==> src/rtl/mult_4x4.sv <==
// Unsigned 4x4 array multiplier: AND-gate partial products reduced by three rows of
// ripple adders built from explicit half/full adder cells, with a registered 8-bit product.

module half_adder (
   input  logic i_a,
   input  logic i_b,
   output logic o_s,
   output logic o_c
);
   assign o_s = i_a ^ i_b;
   assign o_c = i_a & i_b;
endmodule

module full_adder (
   input  logic i_a,
   input  logic i_b,
   input  logic i_ci,
   output logic o_s,
   output logic o_co
);
   assign o_s  = i_a ^ i_b ^ i_ci;
   assign o_co = (i_a & i_b) | (i_ci & (i_a ^ i_b));
endmodule

module mult_4x4 (
   input  logic clk,
   input  logic rst,
   input  logic A0,
   input  logic A1,
   input  logic A2,
   input  logic A3,
   input  logic B0,
   input  logic B1,
   input  logic B2,
   input  logic B3,
   output logic product0,
   output logic product1,
   output logic product2,
   output logic product3,
   output logic product4,
   output logic product5,
   output logic product6,
   output logic product7
);
   logic [3:0] w_a;
   logic [3:0] w_b;
   logic [3:0] w_pp0, w_pp1, w_pp2, w_pp3;   // w_ppJ[i] = A[i] & B[J]
   logic [3:0] w_s1, w_s2, w_s3;             // row sums
   logic [3:0] w_c1, w_c2, w_c3;             // row ripple carries; [3] is the row carry-out
   logic [7:0] w_p;
   logic [7:0] r_p;

   assign w_a   = {A3, A2, A1, A0};
   assign w_b   = {B3, B2, B1, B0};
   assign w_pp0 = w_a & {4{w_b[0]}};
   assign w_pp1 = w_a & {4{w_b[1]}};
   assign w_pp2 = w_a & {4{w_b[2]}};
   assign w_pp3 = w_a & {4{w_b[3]}};

   // Row 1: (pp0 >> 1) + pp1; the top cell has no pp0 bit so it is a half adder.
   half_adder u_r1_0 (.i_a(w_pp1[0]), .i_b(w_pp0[1]), .o_s(w_s1[0]), .o_c(w_c1[0]));
   full_adder u_r1_1 (.i_a(w_pp1[1]), .i_b(w_pp0[2]), .i_ci(w_c1[0]), .o_s(w_s1[1]), .o_co(w_c1[1]));
   full_adder u_r1_2 (.i_a(w_pp1[2]), .i_b(w_pp0[3]), .i_ci(w_c1[1]), .o_s(w_s1[2]), .o_co(w_c1[2]));
   half_adder u_r1_3 (.i_a(w_pp1[3]), .i_b(w_c1[2]), .o_s(w_s1[3]), .o_c(w_c1[3]));

   // Row 2: ({c1_out, s1[3:1]}) + pp2
   half_adder u_r2_0 (.i_a(w_pp2[0]), .i_b(w_s1[1]), .o_s(w_s2[0]), .o_c(w_c2[0]));
   full_adder u_r2_1 (.i_a(w_pp2[1]), .i_b(w_s1[2]), .i_ci(w_c2[0]), .o_s(w_s2[1]), .o_co(w_c2[1]));
   full_adder u_r2_2 (.i_a(w_pp2[2]), .i_b(w_s1[3]), .i_ci(w_c2[1]), .o_s(w_s2[2]), .o_co(w_c2[2]));
   full_adder u_r2_3 (.i_a(w_pp2[3]), .i_b(w_c1[3]), .i_ci(w_c2[2]), .o_s(w_s2[3]), .o_co(w_c2[3]));

   // Row 3: ({c2_out, s2[3:1]}) + pp3
   half_adder u_r3_0 (.i_a(w_pp3[0]), .i_b(w_s2[1]), .o_s(w_s3[0]), .o_c(w_c3[0]));
   full_adder u_r3_1 (.i_a(w_pp3[1]), .i_b(w_s2[2]), .i_ci(w_c3[0]), .o_s(w_s3[1]), .o_co(w_c3[1]));
   full_adder u_r3_2 (.i_a(w_pp3[2]), .i_b(w_s2[3]), .i_ci(w_c3[1]), .o_s(w_s3[2]), .o_co(w_c3[2]));
   full_adder u_r3_3 (.i_a(w_pp3[3]), .i_b(w_c2[3]), .i_ci(w_c3[2]), .o_s(w_s3[3]), .o_co(w_c3[3]));

   assign w_p = {w_c3[3], w_s3, w_s2[0], w_s1[0], w_pp0[0]};

   always_ff @(posedge clk or posedge rst) begin
      if (rst) r_p <= 8'h00;
      else     r_p <= w_p;
   end

   assign {product7, product6, product5, product4,
           product3, product2, product1, product0} = r_p;
endmodule

==> config.mk <==
export PLATFORM = sky130hd
export DESIGN_NAME = mult_4x4
export DESIGN_NICKNAME = d
export VERILOG_FILES = /design/src/rtl/mult_4x4.sv
export SDC_FILE = /design/constraint.sdc
export NUM_CORES = 1
export LEC_CHECK = 0
export CELL_PAD_IN_SITES_DETAIL_PLACEMENT = 1
export CELL_PAD_IN_SITES_GLOBAL_PLACEMENT = 2
export CORE_ASPECT_RATIO = 1.1
export CORE_MARGIN = 2
export CORE_UTILIZATION = 29
export CTS_CLUSTER_SIZE = 20
export DETAILED_ROUTE_END_ITERATION = 7
export PLACE_DENSITY_LB_ADDON = 0.08
export SYNTH_ARGS = -nofsm -noshare
export SYNTH_HDL_FRONTEND = slang
export SYNTH_HIERARCHICAL = 1
export SYNTH_SLANG_ARGS = --single-unit
==> constraint.sdc <==
create_clock -name clk -period 1.6 [get_ports clk]
set_clock_uncertainty 0.2 [all_clocks]
set_input_delay 0.32 -clock clk [delete_from_list [all_inputs] [get_ports clk]]
set_output_delay 0.32 -clock clk [all_outputs]
set_load 0.05 [all_outputs]
==> flow_summary.toml <==
[synthesis]
synth.area.top_cells = "dfrtp_1 39%, fa_1 31%, and2_1 19%, ha_1 9.7%, inv_1 0.73%"
synth_area_um2 = 514.2
synth.net_count = 59
synth_compound_area_share_pct = 0
ys_types = 5
post-synth-top-area-cell = "dfrtp_1"
synth_top_area_share_pct = 38.93
synthMuxAreaShare_pct = 0
synth-simple-area-share_pct = 19.46
yosysMostFrequentCell = "and2_1"
synth_xor_area_share_pct = 0
netlist_instances = 37
ys_ff_latch = 8
synth_edf_count = 0
ys_async_sr_fraction_pct = 100.0
yosysWarnings = 6
synth_top_family_by_area = "adder cells"
synth_ff_type = "dfrtp_1"
synth_common_cells = "16 x and2_1, 8 x dfrtp_1, 8 x fa_1"
yosys.area_share.adder_pct = 40.88
syn_avg_cell_area_um2 = 13.90
seq_area_frac_synth_pct = 38.93

[finish]
nNetsFinal = 89
layoutNonFillerInstCount = 82
num_antenna_cells = 0
area_growth_pct = 79.32
largest_register_ffs = 8
finalInstanceArea_um2 = 922.1
fin_util_pct = 57.13
regMostFlops = "r_p"
drive_above_1_share_pct = 50.77
fillers = 158
largestRegisters = "r_p x8"

[power_and_ir_drop]
p_switching_uw = 320.9
irDropWorstVdd_mv = 0.3939
combinationalPowerShare_pct = 53.0
p_seq_share_pct = 31.1
p_per_area_nw_per_um2 = 968.8
switching_share_pct = 35.92
power_leakage_nw = 0.4278
p_int_uw = 572.5
clkPwrFrac_pct = 15.9

[cts]
clock_sinks = 8
cts-htree-levels = 1
clk_path_buf_depth = 2
clkSlewWorstSetupHoldPaths_ns = 0.05
clock_tree.root_cell = "clkbuf_4"
cts_buffers = 3
cts_hold_repair.buffers = 0
tritoncts = "done"

[die]
initial_utilization_pct = 31.86
die_y_um = 48.17
placementRows = 15
core-area_um2 = 1614
floorplan.die_area_um2 = 2126
die_w_um = 44.15
io_pins = 18

[placed_design]
dp_cells = 77
gp_congestion = 0.7585
portBuffers = 17
dp_hpwl_um = 1157
dpl-instance-area_um2 = 860.8

[detailed_routing]
drc = 0
vias = 368
ant_nets = 0
viasPerCell = 4.488
first_pass_iters = 1
wirelength_um = 1203
drt_first_iter_violations = 0
wl_per_cell_um = 14.67

[timing]
post-route-min-period_ns = 3.679
fin_crit_sh_pct = 229.9
slew_viol_final = 0
fin_ws_ns = -2.079
relSlewSlack_pct = 80.35
tightest_slew_ns = 0.2944
max_freq_ghz = 0.2718
rsz0062_at_grt = "true"
setup_viol = 5
hold_viol = 0

[setup_path]
crit_path_end_kind = "flop"
cp_max_fo = 2
cp-endpoint = "r_p[6]"
critPathKind = "in2reg"
worstPathRequired_ns = 1.51
crit_start = "A0"
cp.arrival_ns = 3.59
start_kind = "input pin"

[grt]
grt_usage_pct = 13.57
grt_pass1_vias = 447
gr-total-overflow = 0
grt_max_degree = 9
grt_pass1_wl_um = 1925
antenna_found_initial = 0

[worst_hold_path]
worstHoldPathType = "in2reg"

[flow_run]
max_cap_violations = 0

[outcome]
outcome = "finished with violations"
violations = "negative setup slack"
[metal layers]
layer	vias up	share of wire (%)	GRT usage, %
li1	171	-	-
met1	180	31	11.86
met3	2	5.7	3.333
met4	0	0.67	3.636
met2	15	62	30.29
met5	-	0	0
[cells in the final DEF (no fill, tap or decap), drive strengths merged]
cell            n
clkbuf          3
clkdlybuf4s15   1
buf            20
ha              4
clkdlybuf4s50   4
inv             1
and2           16
fa              8
dfrtp           8
[cell families after synthesis]
kind of cell / count (synthesis)
buffers and inverters: 1
and+or+nand+nor: 16
DFF: 8
adders and majority gates: 12
[what timing repair did]
item	CTS	global route
resized for setup	24	2
pin swaps	11	9
setup endpoints to repair	6	5
buffers inserted	1	1
[worst min path at each step]
stage | slack [ns] | endpoint | cells after the start | from
finish | 0.12 | r_p[0] | 2 | B0
global route | 0.12 | r_p[0] | 2 | B0
CTS | 0.11 | r_p[0] | 2 | B0
detailed placement | 0.40 | r_p[0] | 2 | rst
global placement | 0.37 | r_p[0] | 2 | rst
floorplan | -0.06 | r_p[0] | 1 | rst
[final cells by class]
type / instances / area, um2 / share of cell area (%)
flip-flops and latches: 8 / 200.2 / 21.71
multi-input cells: 28 / 355.3 / 38.53
clock buffers: 3 / 22.52 / 2.442
inverters: 1 / 3.754 / 0.4071
well taps: 17 / 21.27 / 2.307
repair buffers: 25 / 319.1 / 34.60
[power groups by stage]
stage | combinational [mW] | sequential [mW] | clock [mW]
finish | 0.473 | 0.278 | 0.142
floorplan | 0.0787 | 0.402 | 0
global placement | 0.448 | 0.279 | 0
global route | 0.502 | 0.282 | 0.160
detailed placement | 0.468 | 0.283 | 0
CTS | 0.479 | 0.280 | 0.149
[per-stage QoR]
step	hold slack (ns)	setup WS (ns)	TNS, ns	total power [mW]
after floorplan	-0.06434	-2.072	-8.243	0.4811
after global placement	0.3668	-2.610	-11.40	0.7270
after detailed placement	0.3964	-2.769	-12.11	0.7514
after CTS	0.1139	-2.244	-8.699	0.9073
after global routing	0.1204	-2.153	-8.373	0.9442
final	0.1163	-2.079	-8.072	0.8934
[worst max-delay path, stage by stage]
cell	delay [ns]
buf_6	0.09
and2_4	0.15
ha_4	0.15
fa_2	0.34
fa_1	0.49
fa_2	0.38
fa_2	0.36
fa_1	0.50
fa_2	0.35
fa_1	0.45
Power figures use the tool's default switching activity.
